### src/rtl/fsk_pkg.sv
// Shared constants and FSM state type for the PS/FSK modulator.
// Frame length depends on FSK_PARITY_EN (adds one even-parity bit).
package fsk_pkg;

  localparam int WORD_W_DEF      = 16;
  localparam int FRAME_LEN_NOPAR = WORD_W_DEF;
  localparam int FRAME_LEN_PAR   = WORD_W_DEF + 1;

  typedef enum logic [1:0] {
    ST_IDLE   = 2'd0,
    ST_ARM    = 2'd1,
    ST_SHIFT  = 2'd2,
    ST_PARITY = 2'd3
  } fsk_state_e;

endpackage

### src/rtl/edge_det.sv
// One-bit rising-edge detector in the sys_clk domain.
// The strobe is high in the cycle the input is first seen high.
module edge_det (
  input  logic sys_clk,
  input  logic sys_clk_rst,
  input  logic sig_i,
  output logic rise_o
);

  logic prev_q;

  always_ff @(posedge sys_clk or posedge sys_clk_rst) begin
    if (sys_clk_rst) begin
      prev_q <= 1'b0;
    end else begin
      prev_q <= sig_i;
    end
  end

  assign rise_o = sig_i & ~prev_q;

endmodule

### src/rtl/ps_fsk_mod.sv
// Parallel-to-serial FSK modulator: one-word holding buffer, MSB-first shifter, 2:1 carrier.
// Define FSK_PARITY_EN to append an even-parity bit to every frame.
//
// Handshake: data_in is accepted on a sys_clk edge where data_valid && data_ready;
// data_valid while data_ready is low has no effect, and data_in need not be held.
module ps_fsk_mod
  import fsk_pkg::*;
#(
  parameter int WORD_W = WORD_W_DEF
) (
  input  logic              sys_clk,
  input  logic              sys_clk_rst,
  input  logic              ps_clk,
  input  logic              fsk_clk,
  input  logic [WORD_W-1:0] data_in,
  input  logic              data_valid,
  output logic              data_ready,
  output logic              tx_bit,
  output logic              fsk_out,
  output logic              tx_active,
  output logic              frame_done,
  output fsk_state_e        dbg_state
);

  localparam int CNT_W = $clog2(WORD_W + 1);
  localparam logic [CNT_W-1:0] LAST_DATA = CNT_W'(WORD_W - 1);

  fsk_state_e        state_q;
  logic [WORD_W-1:0] hold_q;
  logic              hold_full_q;
  logic [WORD_W-1:0] shift_q;
  logic [CNT_W-1:0]  bit_cnt_q;
  logic              tx_bit_q;
  logic              tx_active_q;
  logic              frame_done_q;
  logic              phase_q;
  logic              fsk_q;
`ifdef FSK_PARITY_EN
  logic              parity_q;
`endif

  logic ps_rise;
  logic fsk_rise;
  logic accept;
  logic frame_end;

  edge_det u_ps_edge (
    .sys_clk     (sys_clk),
    .sys_clk_rst (sys_clk_rst),
    .sig_i       (ps_clk),
    .rise_o      (ps_rise)
  );

  edge_det u_fsk_edge (
    .sys_clk     (sys_clk),
    .sys_clk_rst (sys_clk_rst),
    .sig_i       (fsk_clk),
    .rise_o      (fsk_rise)
  );

  assign accept = data_valid & ~hold_full_q;

  // The ps_rise that closes the last bit period of the frame.
`ifdef FSK_PARITY_EN
  assign frame_end = ps_rise && (state_q == ST_PARITY);
`else
  assign frame_end = ps_rise && (state_q == ST_SHIFT) && (bit_cnt_q == LAST_DATA);
`endif

  always_ff @(posedge sys_clk or posedge sys_clk_rst) begin
    if (sys_clk_rst) begin
      state_q      <= ST_IDLE;
      hold_q       <= '0;
      hold_full_q  <= 1'b0;
      shift_q      <= '0;
      bit_cnt_q    <= '0;
      tx_bit_q     <= 1'b0;
      tx_active_q  <= 1'b0;
      frame_done_q <= 1'b0;
`ifdef FSK_PARITY_EN
      parity_q     <= 1'b0;
`endif
    end else begin
      frame_done_q <= 1'b0;
      if (accept) begin
        hold_q      <= data_in;
        hold_full_q <= 1'b1;
      end
      case (state_q)
        ST_IDLE: begin
          if (hold_full_q) begin
            shift_q     <= hold_q;
            hold_full_q <= 1'b0;
`ifdef FSK_PARITY_EN
            parity_q    <= ^hold_q;
`endif
            state_q     <= ST_ARM;
          end
        end
        ST_ARM: begin
          if (ps_rise) begin
            tx_bit_q    <= shift_q[WORD_W-1];
            shift_q     <= shift_q << 1;
            bit_cnt_q   <= '0;
            tx_active_q <= 1'b1;
            state_q     <= ST_SHIFT;
          end
        end
        ST_SHIFT: begin
          if (ps_rise) begin
            if (bit_cnt_q != LAST_DATA) begin
              tx_bit_q  <= shift_q[WORD_W-1];
              shift_q   <= shift_q << 1;
              bit_cnt_q <= bit_cnt_q + 1'b1;
            end
`ifdef FSK_PARITY_EN
            else begin
              tx_bit_q  <= parity_q;
              bit_cnt_q <= bit_cnt_q + 1'b1;
              state_q   <= ST_PARITY;
            end
`endif
          end
        end
`ifdef FSK_PARITY_EN
        ST_PARITY: begin
        end
`endif
        default: state_q <= ST_IDLE;
      endcase

      // Frame end overrides the per-state updates above; a queued word starts with no gap.
      if (frame_end) begin
        frame_done_q <= 1'b1;
        if (hold_full_q) begin
          tx_bit_q    <= hold_q[WORD_W-1];
          shift_q     <= hold_q << 1;
          hold_full_q <= 1'b0;
          bit_cnt_q   <= '0;
`ifdef FSK_PARITY_EN
          parity_q    <= ^hold_q;
`endif
          state_q     <= ST_SHIFT;
        end else begin
          tx_bit_q    <= 1'b0;
          tx_active_q <= 1'b0;
          state_q     <= ST_IDLE;
        end
      end
    end
  end

  // Carrier reads tx_bit_q before this cycle's bit update, and never resets at bit boundaries.
  always_ff @(posedge sys_clk or posedge sys_clk_rst) begin
    if (sys_clk_rst) begin
      phase_q <= 1'b0;
      fsk_q   <= 1'b0;
    end else if (!tx_active_q) begin
      phase_q <= 1'b0;
      fsk_q   <= 1'b0;
    end else if (fsk_rise) begin
      phase_q <= ~phase_q;
      if (tx_bit_q || phase_q) begin
        fsk_q <= ~fsk_q;
      end
    end
  end

  assign data_ready = ~hold_full_q;
  assign tx_bit     = tx_bit_q;
  assign fsk_out    = fsk_q;
  assign tx_active  = tx_active_q;
  assign frame_done = frame_done_q;
  assign dbg_state  = state_q;

endmodule

### config.mk
export PLATFORM = sky130hd
export DESIGN_NAME = ps_fsk_mod
export DESIGN_NICKNAME = d
export VERILOG_FILES = /design/src/rtl/fsk_pkg.sv /design/src/rtl/edge_det.sv /design/src/rtl/ps_fsk_mod.sv
export SDC_FILE = /design/constraint.sdc
export NUM_CORES = 1
export LEC_CHECK = 0
export CORE_MARGIN = 4
export CORE_UTILIZATION = 27
export DETAILED_ROUTE_END_ITERATION = 7
export PLACE_DENSITY = 0.41
export RECOVER_POWER = 50
export SLEW_MARGIN = 40
export SYNTH_ARGS = -nofsm -noshare
export SYNTH_HDL_FRONTEND = slang
export SYNTH_SLANG_ARGS = --single-unit
### constraint.sdc
create_clock -name sys_clk -period 2.3 [get_ports sys_clk]
set_input_delay 0.345 -clock sys_clk [delete_from_list [all_inputs] [get_ports sys_clk]]
set_output_delay 0.345 -clock sys_clk [all_outputs]
set_load 0.01 [all_outputs]
Word-level counts from Yosys, hierarchy flattened
Cells that the tools add are included. Widths: inputs -> output; s select.

Magnitude comparators: 0. Div/mod/pow operators: 0. Shifts and indexed selects: 0. Add/subtract/negate cells: 1. Bitwise logic cells: 8. Equality and inequality tests: 11. Multiplexer cells: 39. Multipliers: 0. Reduce and logical (&&, ||, !) cells: 8.

Operators by type and width (number): $mux 16 (6); $pmux 16 s3 (1); $mux 5 (5); $mux 1 (20); $pmux 5 s2 (1); $ne 3x3->1 const B (3); $mux 2 (4); $pmux 2 s3 (1); $add 5x1->5 const B (1); $eq 5x4->1 const B (1); $ne 5x4->1 const B (1); $not 1->1 (5); $ne 2x1->1 const B (2); $reduce_and 4->1 (1); $and 1x1->1 (3); $ne 3x2->1 const B (1); $reduce_and 3->1 (1); $reduce_bool 3->1 (1); $eq 2x1->1 const B (1); $eq 2x2->1 const B (1); $logic_and 1x1->1 (2); $logic_not 2->1 (1); $ne 2x2->1 const B (1); $pmux 1 s2 (1); other kinds (2) (2).

Flip-flop bits (word level): 47. Memories: 0. Memory bits (read-only): 0. RAM bits: 0. Logic and storage cells: 79. Latch bits: 0. Bits of input ports: 21.

Longest topological paths before layout
Gate-level depths: netlist of run 1.

Depth after elaboration: 7. Gate-level depth with buffers: 8. Depth with buffers taken out: 6.

Cells and area by module
From an unflattened synthesis of run 1, not the netlist that was laid out.

Cells, all modules: 222. Area total of the unflattened synthesis: 2439.8 um2.

Modules (own cells, without submodules): ps_fsk_mod (area each 2354.8 um2, times used 1, cells each 216); edge_det (area each 42.5 um2, times used 2, cells each 3).

Worst setup path after synthesis of run 1
Ideal clock, no wire load.

Kind: register to register. Start point: reg state_q[0], in the netlist dbg_state[0]. End point: reg shift_q[13]. Stages on the path, launching flop included: 9. Period minus slack after synthesis: 1.990 ns. Arrival: 1.864 ns. Setup time: 0.126 ns. Setup slack: 0.310 ns. Path through: dfrtp_1 inv_1 ha_1 buf_6 nor2b_1 a2111oi_4 nor3_2 buf_6 a221o_1.

Cells in the longest elaborated chain, start to end: 4. Elaborated cells between the ends (all ways): 8. Those cells by class: eq/ne (2); mux (3); reduce/logical (3).

RTL lines: start: declaration (line ps_fsk_mod.sv:28) `fsk_state_e state_q;`; start signal: assignment (line ps_fsk_mod.sv:72) `state_q <= ST_IDLE;`; start signal: assignment (line ps_fsk_mod.sv:97) `state_q <= ST_ARM;`; start signal: assignment (line ps_fsk_mod.sv:106) `state_q <= ST_SHIFT;`; $eq 2x2->1 (tied with other cells) (line ps_fsk_mod.sv:67, ps_fsk_mod.sv:89); $pmux 16 s3 or $logic_and 1x1->1 (tied branches) (line ps_fsk_mod.sv:89, ps_fsk_mod.sv:67); $mux 16 or $logic_and 1x1->1 (tied branches) (line ps_fsk_mod.sv:135, ps_fsk_mod.sv:67); $mux 16 * (line ps_fsk_mod.sv:133) `if (frame_end) begin`; end signal: assignment (line ps_fsk_mod.sv:92) `shift_q <= hold_q;`; end signal: assignment (line ps_fsk_mod.sv:103) `shift_q <= shift_q << 1;`; end signal: assignment (line ps_fsk_mod.sv:137) `shift_q <= hold_q << 1;`; end: declaration (line ps_fsk_mod.sv:31) `logic [WORD_W-1:0] shift_q;`.

Every way passes the cells marked *; elsewhere a longest branch is shown, timed or not. A chain may end at the register's enable or synchronous reset.

Worst setup path in the final report of run 1
Start point: reg bit_cnt_q[0]. End point: reg shift_q[5].

Cells in the longest elaborated chain, start to end: 6. Elaborated cells between the ends (all ways): 8. Those cells by class: eq/ne (2); mux (5); reduce/logical (1).

RTL lines: start: declaration (line ps_fsk_mod.sv:32) `logic [CNT_W-1:0] bit_cnt_q;`; start signal: assignment (line ps_fsk_mod.sv:114) `bit_cnt_q <= bit_cnt_q + 1'b1;`; $ne 5x4->1 (line ps_fsk_mod.sv:111) `if (bit_cnt_q != LAST_DATA) begin`; $mux 16 (line ps_fsk_mod.sv:111); $mux 16 (line ps_fsk_mod.sv:110) `if (ps_rise) begin`; $pmux 16 s3 (line ps_fsk_mod.sv:89) `case (state_q)`; $mux 16 (line ps_fsk_mod.sv:135) `if (hold_full_q) begin`; $mux 16 * (line ps_fsk_mod.sv:133); end signal: assignment (line ps_fsk_mod.sv:92); end signal: assignment (line ps_fsk_mod.sv:113) `shift_q <= shift_q << 1;`; end signal: assignment (line ps_fsk_mod.sv:137).

Marks and branches as above.

==> flow_summary.json, run 1 <==
{
  "clk_pin_slew_ns": 0.09,
  "start_util": 0.278,
  "core_um2": 9820,
  "async_reset_ff_frac": 1.00,
  "worstSetupPathType": "reg -> reg",
  "num_vias": 2195,
  "required_ns": 2.49,
  "post_cts_buffers": 0,
  "grt_pass1_vias": 2198,
  "synth_cells": 253,
  "nets": 307,
  "cp-end-kind": "register",
  "hold_path_depth": 1,
  "synth_area_per_cell_um2": 10.8,
  "cts_max_path_buffers": 2,
  "ant_nets": 0,
  "port_buffers": 27,
  "ys_ff_latch": 47,
  "yosysWarnings": 0,
  "fin_crit_ns": 2.09,
  "clock_sinks": 47,
  "synth-edff-count": 0,
  "peakVddDrop_v": 0.000468,
  "cts_tree": "built",
  "diodes": 0,
  "gp_congestion": 0.736,
  "numCtsBuffers": 5,
  "fp-row-count": 36,
  "fmax_mhz": 478,
  "p_leak_nw": 1.29,
  "ctsHoldBuffers": 0,
  "dr.pass1.iters": 4,
  "drc_errors": 0,
  "critPathLaunchType": "register",
  "maxCapViolCount": 0,
  "fin_ws_ns": 0.208,
  "synth_ff_type": "dfrtp_1",
  "synth_cell_types": 41,
  "rsz0062_at_grt": "false",
  "preCtsSetupSlack_ns": 0.221,
  "final_hold_viol_count": 0,
  "hpwlAfterDp_um": 4660,
  "reg2reg_slack_ns": 0.21,
  "drv_slew": 0,
  "antenna_found_initial": 0,
  "grt_pass1_wl_um": 12200,
  "dieArea_um2": 11800,
  "power.density_nw_per_um2": 1130,
  "netlist_area_um2": 2730,
  "syn_to_final_growth_pct": 21.9,
  "groute.usage.overall": 0.133,
  "skew_ns": 0.00713,
  "cp_data_arrival_time_ns": 2.28,
  "fillCellCount": 1007,
  "grt-ovfl-total": 0,
  "wl_per_cell_um": 17.8,
  "finalSetupTns_ns": 0,
  "ios": 28,
  "worst_slew_pin_slew_ns": 0.909,
  "relSlewSlack": 0.393,
  "drive_gt1_frac": 0.177,
  "drt-initial-drc-count": 102,
  "crit_fanout": 18,
  "die_w_um": 109,
  "min-delay-path-class": "reg -> reg",
  "clock_latency_ns": 0.30,
  "grt_start_max_net_pins": 32,
  "yosysSeqAreaShare": 0.430,
  "period_share": 0.910,
  "synth_nets": 279,
  "h-tree-depth": 2,
  "cts_resized": 0,
  "wl_um": 7400,
  "reg2reg_depth": 6,
  "cts_root_buf": "clkbuf_8",
  "setup_violations": 0,
  "die_y_um": 109,
  "viasPerCell": 5.29,
  "status": "finished clean"
}
## metrics by stage
stage	util	power [mW]	instance area (um^2)	cells	hold WS [ns]
finish	0.339	3.78	3330	415	0.526
floorplan	-	2.52	2730	253	0.376
global placement	0.327	3.08	3210	407	0.506
global route	0.339	4.07	3330	415	0.573
detailed placement	0.327	3.09	3220	407	0.507
CTS	0.341	3.85	3350	415	0.412
## synth_stat cells (all sizes together) (2+ instances only)
master | instances | share of area
dfrtp | 47 | 0.43
nand4b | 32 | 0.10
nor2b | 21 | 0.048
nand3 | 17 | 0.036
mux2 | 16 | 0.066
a221o | 15 | 0.055
o211ai | 15 | 0.041
buf | 12 | 0.032
clkbuf | 11 | 0.015
a21oi | 9 | 0.016
inv | 7 | 0.0096
o21ai | 7 | 0.013
ha | 5 | 0.023
nor2 | 5 | 0.0096
nand2 | 4 | 0.0055
nor3 | 4 | 0.0092
a2111oi | 2 | 0.013
a211oi | 2 | 0.0055
a31o | 2 | 0.0064
a41oi | 2 | 0.0064
and2 | 2 | 0.0046
mux2i | 2 | 0.0073
xnor2 | 2 | 0.0064
## final timing paths
kind                                         from                      to
max                        bit_cnt_q[0]$_DFF_PP0_    shift_q[5]$_DFF_PP0_
min                        bit_cnt_q[4]$_DFF_PP0_  bit_cnt_q[4]$_DFF_PP0_
max reg2reg                bit_cnt_q[0]$_DFF_PP0_    shift_q[5]$_DFF_PP0_
min reg2reg                bit_cnt_q[4]$_DFF_PP0_  bit_cnt_q[4]$_DFF_PP0_
max in group asynchronous             sys_clk_rst   shift_q[15]$_DFF_PP0_
min in group asynchronous             sys_clk_rst   hold_q[0]$_DFFE_PP0P_
## power breakdown
| group | switching (mW) | internal [mW] | total [mW] |
|---|---|---|---|
| clock | 0.295 | 0.435 | 0.730 |
| sequential | 0.256 | 1.13 | 1.39 |
| combinational | 0.867 | 0.792 | 1.66 |
| total | 1.42 | 2.36 | 3.78 |
## kinds of logic (layout without fill, tap and decap cells)
| logic type | after synthesis | after routing | share of synthesized area |
|---|---|---|---|
| buf+inv | 30 | 59 | 0.0568 |
| mux | 18 | 18 | 0.0732 |
| flops | 47 | 47 | 0.430 |
| compound gates | 60 | 60 | 0.176 |
| fa+ha+maj | 5 | 5 | 0.0229 |
| xor+xnor | 2 | 2 | 0.00641 |
| simple gates | 91 | 91 | 0.234 |
## metal layers
layer  vias to the layer above  global-route usage  wire length, um
met1                      1107               0.187             3570
met2                        47               0.210             3440
li1                       1033                   -                -
met4                         0              0.0361               74
met5                         -                   0                0
met3                         8              0.0231              311
## worst max-delay path, cell delays in order (launching register included)
cell and delay [ns]:
dfrtp_1 0.41, ha_1 0.25, and4b_1 0.32, buf_12 0.19
a41o_2 0.44, nor2b_1 0.08, a221o_1 0.27
## cell usage in the layout, fill, tap and decap left out, types with 9 or more instances in the layout
| cell type | synthesis | final |
|---|---|---|
| buf_4 | 1 | 14 |
| nand3_1 | 16 | 16 |
| clkdlybuf4s50_1 | 0 | 25 |
| a221o_1 | 15 | 15 |
| dfrtp_1 | 47 | 47 |
| nor2b_1 | 21 | 20 |
| o211ai_1 | 15 | 15 |
| nand4b_1 | 32 | 32 |
| mux2_2 | 16 | 16 |
| a21oi_1 | 9 | 9 |
## area by class of cell
cell class	count	area (um^2)	area share
multi-input combinational	176	1410	0.423
sequential	47	1180	0.353
timing repair buffer	44	420	0.126
tap	133	166	0.0499
clock buffer	6	72.6	0.0218
clock inverter	2	60.1	0.0180
inverter	7	26.3	0.00788
## sequential cells by signal (all words and copies together) (netlist names)
register and count:
dbg_state 2, fsk_out 1, bit_cnt_q 5, u_ps_edge.prev_q 1, frame_done 1, hold_full_q 1, u_fsk_edge.prev_q 1, hold_q 16
shift_q 16, phase_q 1, tx_bit 1, tx_active 1
No activity file was read; power rests on OpenSTA's default activity.
==> inputs of run 2 (changes only) <==
--- a/config.mk
+++ b/config.mk
@@ -5,11 +5,14 @@
 export SDC_FILE = /design/constraint.sdc
 export NUM_CORES = 1
 export LEC_CHECK = 0
+export CAP_MARGIN = 30
 export CORE_MARGIN = 4
 export CORE_UTILIZATION = 27
 export DETAILED_ROUTE_END_ITERATION = 7
+export GPL_TIMING_DRIVEN = 0
 export PLACE_DENSITY = 0.41
 export RECOVER_POWER = 50
+export SKIP_CTS_REPAIR_TIMING = 1
 export SLEW_MARGIN = 40
 export SYNTH_ARGS = -nofsm -noshare
 export SYNTH_HDL_FRONTEND = slang
==> run 2 against run 1 <==
  * Non-clock buffer count rose by 10
  * Sequential share of layout area increased by 0.13 points
  * Sequential cell count unchanged
  * Global-route usage rose by 0.26 points
  * Sequential power about the same
  * Largest power group unchanged
==> flow_summary.json, run 2 (same netlist as run 1, synthesis figures left out) <==
{
  "wl_met2_um": 3550,
  "period_share": 0.947,
  "holdCritStartpoint": "tx_bit$_DFFE_PP0P_",
  "fillCellCount": 1061,
  "crit_chain": "inv_1 > ha_1 > buf_6 > nor2b_1 > a2111oi_4 > nor3_4 > buf_6 > a221o_1",
  "drc_errors": 0,
  "skew_ns": 0.0133,
  "ant_nets": 0,
  "hold_path_depth": 2,
  "final_cells": 425,
  "worstSetupPathType": "reg -> reg",
  "p_leak_nw": 1.29,
  "clock_latency_ns": 0.31,
  "dr.pass1.iters": 4,
  "numCtsBuffers": 5,
  "cp-end-kind": "register",
  "dieArea_um2": 11800,
  "cpPeakStageDelay_ns": 0.44,
  "critPathMostFrequentCell": "buf_6",
  "relSlewSlack": 0.263,
  "grt_pass1_vias": 2338,
  "reg.largest.list": "hold_q (16), shift_q (16), bit_cnt_q (5)",
  "wl_um": 7630,
  "dr.max_layer_used": "met4",
  "fmax_mhz": 459,
  "setup_violations": 0,
  "grt_pass1_wl_um": 12500,
  "fin_total_pwr_mw": 3.71,
  "ios": 28,
  "reg2reg_depth": 8,
  "critPathLaunchType": "register",
  "nets": 317,
  "reg2reg_slack_ns": 0.12,
  "die_w_um": 109,
  "diodes": 0,
  "gp_congestion": 0.754,
  "status": "finished clean",
  "multi_input_area_um2": 1410,
  "drv_slew": 0,
  "core_um2": 9820,
  "final_cell_mix": "46 x dfrtp_1, 32 x nand4b_1, 24 x clkdlybuf4s50_1",
  "grt-ovfl-total": 0,
  "port_buffers": 27,
  "wl_per_cell_um": 17.9,
  "cts_root_buf": "clkbuf_8",
  "cts_tree": "built",
  "final_hold_viol_count": 0,
  "h-tree-depth": 2,
  "p_int_mw": 2.27,
  "peakVddDrop_v": 0.000340,
  "worstHoldEndpoint": "tx_bit$_DFFE_PP0P_",
  "seq_power_share": 0.381,
  "route.met3.wl_um": 286,
  "r2r_start": "dbg_state[1]$_DFFE_PP0P_",
  "syn_to_final_growth_pct": 21.6,
  "switching_share": 0.389,
  "maxCapViolCount": 0,
  "antenna_found_initial": 0,
  "regArea_um2": 1180,
  "hpwlAfterDp_um": 5190,
  "cp_data_arrival_time_ns": 2.37,
  "viasPerCell": 5.37,
  "drive_gt1_frac": 0.175,
  "fin_crit_ns": 2.18,
  "p_sw_mw": 1.44,
  "start_util": 0.278,
  "clk_pin_slew_ns": 0.10,
  "min-delay-path-class": "reg -> reg",
  "die_y_um": 109,
  "dp_cells": 414,
  "required_ns": 2.49,
  "crit_slowest_cell": "dfrtp_1",
  "cts_max_path_buffers": 2,
  "crit_fanout": 10,
  "groute.usage.overall": 0.135,
  "p_comb_frac": 0.441,
  "power.density_nw_per_um2": 1120,
  "fp-row-count": 36,
  "final_common_cell": "dfrtp_1",
  "grt_start_max_net_pins": 25,
  "drt-initial-drc-count": 129,
  "rr_endpoint": "shift_q[9]$_DFF_PP0_",
  "pwr-share-clk": 0.178,
  "wl_met1_um": 3720,
  "clock_sinks": 47,
  "worst_slew_pin_slew_ns": 1.10,
  "num_vias": 2283
}
run 2: cell types whose count changed in the layout (fill, tap and decap cells not counted), sizes merged:
cell           previous run  this run
clkinvlp                  0         1
buf                      16        15
inv                       7         6
clkinv                    0         1
bufinv                    2         1
clkdlybuf4s50            25        24
clkbuf                    7        18
dlygate4sd3               2         3
run 2: power groups by stage:
stage                     registers, mW  clock network (mW)  logic, mW
after floorplan                    1.34                   0       1.18
after global placement             1.44                   0       1.63
after detailed placement           1.43                   0       1.64
after CTS                          1.42               0.687       1.65
after global routing               1.46               0.708       1.82
final                              1.41               0.662       1.64
run 2: stage by stage:
| step | cell area (um^2) | TNS [ns] | setup slack [ns] | hold slack [ns] | utilization |
|---|---|---|---|---|---|
| detailed placement | 3190 | -1.05 | -0.0762 | 0.509 | 0.325 |
| global route | 3320 | -0.0568 | -0.0204 | 0.545 | 0.339 |
| finish | 3320 | 0 | 0.122 | 0.520 | 0.339 |
| floorplan | 2730 | 0 | 0.310 | 0.376 | - |
| CTS | 3310 | -0.00358 | -0.00307 | 0.357 | 0.337 |
| global placement | 3170 | -15.03 | -0.298 | 0.501 | 0.323 |
run 2: worst max-delay path by stage:
stage                             startpoint                      to  slack, ns  cells past startpoint
floorplan           dbg_state[0]$_DFFE_PP0P_   shift_q[13]$_DFF_PP0_       0.31                      8
global placement                 sys_clk_rst  hold_q[10]$_DFFE_PP0P_      -0.30                      2
detailed placement                    ps_clk   shift_q[13]$_DFF_PP0_      -0.08                      7
CTS                 dbg_state[0]$_DFFE_PP0P_    shift_q[9]$_DFF_PP0_     -0.003                      8
global route        dbg_state[1]$_DFFE_PP0P_   shift_q[10]$_DFF_PP0_      -0.02                      8
finish              dbg_state[1]$_DFFE_PP0P_    shift_q[9]$_DFF_PP0_       0.12                      8
run 2: critical path, delay by kind of cell, from the launching register on:
kind / cells / cell delay (ns)
AOI/OAI and AO/OA: 2 / 0.70
adders and majority gates: 1 / 0.20
and+or+nand+nor: 2 / 0.30
buffers and inverters: 3 / 0.41
DFF: 1 / 0.44
run 2: final cells by class:
type	instances	area share
Tap cell	133	0.0501
Buffer	23	0.0388
Inverter	7	0.00828
Sequential cell	47	0.354
Clock inverter	2	0.0105
Clock buffer	6	0.0248
Timing Repair Buffer	31	0.0896
Multi-Input combinational cell	176	0.424
run 2: routing by layer:
| metal | vias to the layer above | GRT usage |
|---|---|---|
| met5 | - | 0 |
| met4 | 0 | 0.0415 |
| met3 | 10 | 0.0266 |
| met2 | 59 | 0.214 |
| met1 | 1156 | 0.186 |
| li1 | 1058 | - |
